### config.mk
export PLATFORM = sky130hd
export DESIGN_NAME = spike_train_gen
export DESIGN_NICKNAME = d
export VERILOG_FILES = /design/src/rtl/spike_pkg.sv /design/src/rtl/spike_channel.sv /design/src/rtl/spike_train_gen.sv
export SDC_FILE = /design/constraint.sdc
export NUM_CORES = 1
export LEC_CHECK = 0
export CAP_MARGIN = 25
export CORE_MARGIN = 2
export CORE_UTILIZATION = 60
export DETAILED_ROUTE_END_ITERATION = 7
export GPL_TIMING_DRIVEN = 0
export PLACE_DENSITY = 0.9
export SLEW_MARGIN = 10
export SYNTH_ARGS = -nofsm -noshare
export SYNTH_HDL_FRONTEND = slang
export SYNTH_SLANG_ARGS = --single-unit
### constraint.sdc
create_clock -name clk -period 2.1 [get_ports clk]
set_clock_uncertainty 0.05 [all_clocks]
set_input_delay 0.42 -clock clk [delete_from_list [all_inputs] [get_ports clk]]
set_output_delay 0.42 -clock clk [all_outputs]
set_load 0.02 [all_outputs]
### src/rtl/spike_pkg.sv
// Shared definitions for the spike-train generator.
// Holds the default channel count and counter width, the per-channel
// state encoding, and the width of the dropped-event counter.
package spike_pkg;

  localparam int N_CH_DFLT  = 8;
  localparam int CNT_W_DFLT = 4;
  localparam int DROP_W     = 8;

  typedef enum logic [1:0] {
    IDLE    = 2'd0,
    HIGH    = 2'd1,
    REFRACT = 2'd2
  } spk_state_t;

endpackage

### src/rtl/spike_channel.sv
// One spike-train channel: turns a single-cycle event into a spike that
// is high for a latched number of cycles, followed by a latched low
// refractory gap. Events are only taken while idle.
// Ports:
//   clk, rst        - clock, synchronous active-high reset
//   boot_mode       - freeze: every register holds, event ignored
//   event_in        - one-cycle event request
//   high_cycles     - high duration, sampled on acceptance (0 -> 1)
//   refract_cycles  - low gap duration, sampled on acceptance (0 -> 1)
//   spike           - spike output (decoded straight from the state flop)
//   busy            - channel not idle (decoded straight from the state flop)
module spike_channel
  import spike_pkg::*;
#(
  parameter int CNT_W = CNT_W_DFLT
) (
  input  logic             clk,
  input  logic             rst,
  input  logic             boot_mode,
  input  logic             event_in,
  input  logic [CNT_W-1:0] high_cycles,
  input  logic [CNT_W-1:0] refract_cycles,
  output logic             spike,
  output logic             busy
);

  localparam logic [CNT_W-1:0] ONE = {{(CNT_W-1){1'b0}}, 1'b1};

  spk_state_t       state, state_nx;
  logic [CNT_W-1:0] hcnt, hcnt_nx;
  logic [CNT_W-1:0] rcnt, rcnt_nx;

  // A programmed zero still has to produce one visible cycle.
  function automatic logic [CNT_W-1:0] clamp_min1(input logic [CNT_W-1:0] v);
    return (v == '0) ? ONE : v;
  endfunction

  always_ff @(posedge clk) begin
    if (rst) begin
      state <= IDLE;
      hcnt  <= '0;
      rcnt  <= '0;
    end else begin
      state <= state_nx;
      hcnt  <= hcnt_nx;
      rcnt  <= rcnt_nx;
    end
  end

  // Both durations are captured at acceptance so that a spike in flight
  // is immune to later changes on the config inputs.
  always_comb begin
    state_nx = state;
    hcnt_nx  = hcnt;
    rcnt_nx  = rcnt;
    if (!boot_mode) begin
      case (state)
        IDLE: begin
          if (event_in) begin
            state_nx = HIGH;
            hcnt_nx  = clamp_min1(high_cycles);
            rcnt_nx  = clamp_min1(refract_cycles);
          end
        end
        HIGH: begin
          if (hcnt == ONE) state_nx = REFRACT;
          else             hcnt_nx  = hcnt - ONE;
        end
        REFRACT: begin
          if (rcnt == ONE) state_nx = IDLE;
          else             rcnt_nx  = rcnt - ONE;
        end
        default: state_nx = IDLE;
      endcase
    end
  end

  assign spike = (state == HIGH);
  assign busy  = (state != IDLE);

endmodule

### src/rtl/spike_train_gen.sv
// Per-channel spike-train generator for the SNN input-layer spike bus.
// Each accepted event yields a registered spike of programmable width
// followed by a guaranteed low gap, so a downstream posedge detector
// recovers exactly one edge per accepted event.
// Optional feature macro: SPIKE_DROP_CNT_EN adds drop_count, a saturating
// count of events that arrived while their channel was not idle.
// Ports:
//   clk, rst        - clock, synchronous active-high reset
//   boot_mode       - freeze all state; events ignored and not counted
//   event_in        - per-channel one-cycle event requests
//   high_cycles     - spike high duration (0 treated as 1)
//   refract_cycles  - post-spike low duration (0 treated as 1)
//   spike_out       - registered spike train
//   busy            - registered per-channel not-idle flag
//   drop_count      - saturating dropped-event counter (macro only)
module spike_train_gen
  import spike_pkg::*;
#(
  parameter int N_CH  = N_CH_DFLT,
  parameter int CNT_W = CNT_W_DFLT
) (
  input  logic              clk,
  input  logic              rst,
  input  logic              boot_mode,
  input  logic [N_CH-1:0]   event_in,
  input  logic [CNT_W-1:0]  high_cycles,
  input  logic [CNT_W-1:0]  refract_cycles,
  output logic [N_CH-1:0]   spike_out,
  output logic [N_CH-1:0]   busy
`ifdef SPIKE_DROP_CNT_EN
  ,
  output logic [DROP_W-1:0] drop_count
`endif
);

  for (genvar i = 0; i < N_CH; i++) begin : g_ch
    spike_channel #(
      .CNT_W(CNT_W)
    ) u_ch (
      .clk           (clk),
      .rst           (rst),
      .boot_mode     (boot_mode),
      .event_in      (event_in[i]),
      .high_cycles   (high_cycles),
      .refract_cycles(refract_cycles),
      .spike         (spike_out[i]),
      .busy          (busy[i])
    );
  end

`ifdef SPIKE_DROP_CNT_EN
  localparam logic [DROP_W:0] DROP_MAX = {1'b0, {DROP_W{1'b1}}};

  logic [DROP_W-1:0] drop_q;

  function automatic logic [DROP_W:0] popcount(input logic [N_CH-1:0] v);
    logic [DROP_W:0] c;
    c = '0;
    for (int i = 0; i < N_CH; i++) c = c + {{DROP_W{1'b0}}, v[i]};
    return c;
  endfunction

  function automatic logic [DROP_W-1:0] sat_add(input logic [DROP_W-1:0] acc,
                                                input logic [DROP_W:0]   inc);
    logic [DROP_W:0] sum;
    sum = {1'b0, acc} + inc;
    return (sum > DROP_MAX) ? DROP_MAX[DROP_W-1:0] : sum[DROP_W-1:0];
  endfunction

  // busy is the registered not-idle flag, i.e. exactly the condition under
  // which a channel will refuse this cycle's event.
  always_ff @(posedge clk) begin
    if (rst)             drop_q <= '0;
    else if (!boot_mode) drop_q <= sat_add(drop_q, popcount(event_in & busy));
  end

  assign drop_count = drop_q;
`endif

endmodule

==> impl_metrics.json <==
{
  "synth_top_family_by_area": "simple AND/OR/NAND/NOR gates",
  "min_period_over_period_pct": 101,
  "cts_max_level": 3,
  "min_period_ns": 2.11,
  "stdcell_count": 828,
  "fin_ws_ns": -0.0119,
  "leakage_nw": 2.31,
  "syn2layout_area_growth_pct": 12.5,
  "p_switching_mw": 1.33,
  "ys_async_sr_fraction_pct": 0,
  "yosysTopAreaCell": "dfxtp_1",
  "hold_start": "g_ch[3].u_ch.rcnt[1]",
  "synth_top_cells_by_count": "87 x nor2_1, 80 x dfxtp_1, 68 x a21oi_1",
  "synth_area_um2": 5380,
  "netSwitchingFraction_pct": 31.7,
  "drt-total-wl_um": 14800,
  "status": "complete, but fails checks",
  "rsz0062_at_grt": "yes",
  "tns_ns": -0.0119,
  "ys_seq_area_share_pct": 29.8,
  "critPathMaxFanout": 10,
  "synthCells": 683,
  "synth_mux_area_share_pct": 6.00,
  "start_kind": "input port",
  "clock_path_buffers": 2,
  "drive_above_1_share_pct": 15.0,
  "grt_antenna_before_repair": 0,
  "drt_first_pass_iters": 5,
  "gp_congestion": 0.899,
  "max_clock_freq_mhz": 474,
  "reg2reg_depth": 6,
  "die_h_um": 98.7,
  "cp-end-kind": "register",
  "num_vias": 5282,
  "grt_max_degree": 14,
  "relSlewSlack_pct": 47.6,
  "dp_cells": 821,
  "yosys.area_share.simple_pct": 26.7,
  "synth_enable_flop_cells": 0,
  "cts_tree": "yes",
  "ys.warnings.count": 0,
  "drcViolationCount": 0,
  "final_antenna_net_count": 0,
  "drtIter0Drc": 308,
  "power_frac_clock_pct": 33.1,
  "power_density_nw_per_um2": 693,
  "ff2ff_setup_slack_ns": 0.07,
  "syn-num-nets": 734,
  "io-pin-count": 35,
  "slew_viol_final": 0,
  "synth_xor_area_share_pct": 0.977,
  "crit_end": "g_ch[7].u_ch.state[0]",
  "dp_slack_ns": -0.404,
  "core_area_um2": 8720,
  "setup_viol": 1,
  "grt_pass1_vias": 5026,
  "ys_ff_latch": 80,
  "yosysMostFrequentCell": "nor2_1",
  "utilization_pct": 69.4,
  "crit_required_ns": 2.28,
  "cts_root_buf": "clkbuf_8",
  "dp_hpwl_um": 10000,
  "synth-adder-area-share_pct": 7.44,
  "power_frac_comb_pct": 25.2,
  "hold_viol_final": 0,
  "synthFlopType": "dfxtp_1",
  "tightest_slew_ns": 0.786,
  "hold_buffers": 0,
  "clkTransAtPathRegs_ns": 0.09,
  "rr_endpoint": "g_ch[4].u_ch.rcnt[0]",
  "vdd_ir_drop_max_mv": 0.432,
  "synth.avg_cell_area_um2": 7.88,
  "die_w_um": 98.7,
  "grt_pass1_wl_um": 23600,
  "num_rows": 34,
  "clk_latency_ns": 0.37,
  "wl_per_cell_um": 17.9,
  "die_area_um2": 9740,
  "nNetsFinal": 767,
  "diodes": 0,
  "groute.usage.overall_pct": 30.2,
  "cap_viol_max_count": 0,
  "synth_top_area_share_pct": 29.8,
  "seqPwrFrac_pct": 41.7,
  "viasPerCell": 6.38,
  "min_path_type": "register to register",
  "cts_buffers": 9,
  "r2r-start": "g_ch[4].u_ch.rcnt[1]",
  "yosys-top-cells-area": "dfxtp_1 30%, ha_1 7.4%, a21oi_1 6.3%",
  "crit_arrival_ns": 2.29,
  "synth_compound_area_share_pct": 20.7,
  "start_util_pct": 61.7,
  "crit_type": "input port to register",
  "violations": "setup timing",
  "port_buffers": 30,
  "p_int_mw": 2.87,
  "critPathLaunch": "boot_mode",
  "ys_types": 43,
  "clock_sinks": 80,
  "gr-total-overflow": 0
}
[cell families after synthesis]
logic type	Yosys count
xor+xnor	6
fa+ha+maj	32
compound gates	168
buf+inv	100
flops	80
mux	31
simple gates	266
[worst min-delay path by stage]
| stage | end | slack, ns | cells past startpoint |
|---|---|---|---|
| floorplan | g_ch[0].u_ch.rcnt[1] | 0.39 | 2 |
| global placement | g_ch[3].u_ch.rcnt[1] | 0.41 | 2 |
| detailed placement | g_ch[3].u_ch.rcnt[1] | 0.43 | 2 |
| CTS | g_ch[3].u_ch.rcnt[1] | 0.44 | 2 |
| global route | g_ch[3].u_ch.rcnt[1] | 0.47 | 2 |
| finish | g_ch[3].u_ch.rcnt[1] | 0.44 | 2 |
[routing by layer]
metal,vias to the layer above,wire (um),GRT usage (%)
met3,55,1220,4.47
met4,0,539,15.0
li1,2481,-,-
met5,-,0,0
met1,2514,5980,38.1
met2,232,7050,50.4
[timing repair]
item,4_1_cts,5_1_grt
setup buffers,0,0
resized for setup,46,19
endpoints found under the setup margin,18,35
[worst max-delay path: stages]
cell	delay, ns
buf_2	0.30
buf_2	0.44
buf_2	0.32
buf_2	0.35
nor3b_1	0.09
a221oi_1	0.28
nor2_1	0.08
[cell type report]
cell class / count / area, um2
inverters: 41 / 154
repair buffers: 30 / 279
clock inverters: 6 / 109
plain buffers: 51 / 289
well taps: 108 / 135
flip-flops and latches: 80 / 1610
multi-input cells: 503 / 3360
fillers: 667 / 2670
clock buffers: 9 / 124
[registers in the layout, summed over array words and instances, names as in the netlist]
register	count
g_ch.u_ch.hcnt	32
g_ch.u_ch.rcnt	32
g_ch.u_ch.state	16
[power by group through the flow]
stage	registers (mW)	clock network (mW)	logic [mW]
6_report	1.75	1.39	1.06
3_5_place_dp	1.77	0	1.05
2_1_floorplan	1.74	0	0.768
5_1_grt	1.77	1.44	1.16
4_1_cts	1.74	1.38	1.04
3_3_place_gp	1.76	0	0.998
[metrics by stage]
| stage | total power, mW | hold WS, ns | instance area, um2 |
|---|---|---|---|
| global route | 4.37 | 0.470 | 6050 |
| finish | 4.20 | 0.444 | 6050 |
| floorplan | 2.51 | 0.395 | 5380 |
| global placement | 2.76 | 0.410 | 5820 |
| CTS | 4.17 | 0.443 | 6050 |
| detailed placement | 2.82 | 0.430 | 5820 |
[placed cells by master (no fill, tap or decap), types with 7 or more instances in the layout]
master            n
ha_1             32
mux2i_1          21
nand2_1          28
buf_4            19
nand2b_1         17
or4_1             7
dfxtp_1          75
clkbuf_1         18
o41ai_1           7
and2_1            8
nor3_1           13
a21oi_1          68
buf_2             7
nor4bb_1          8
inv_1            35
clkbuf_8          9
clkdlybuf4s50_1  14
nor2b_1          11
o21ai_0          26
nor2_1           87
a211oi_1         15
mux2_2           10
nor3b_1          19
or2_2            11
nand3_1          27
o31ai_1          20
or3_1             8
o211ai_1         11
(Power assumes the default switching activity.)
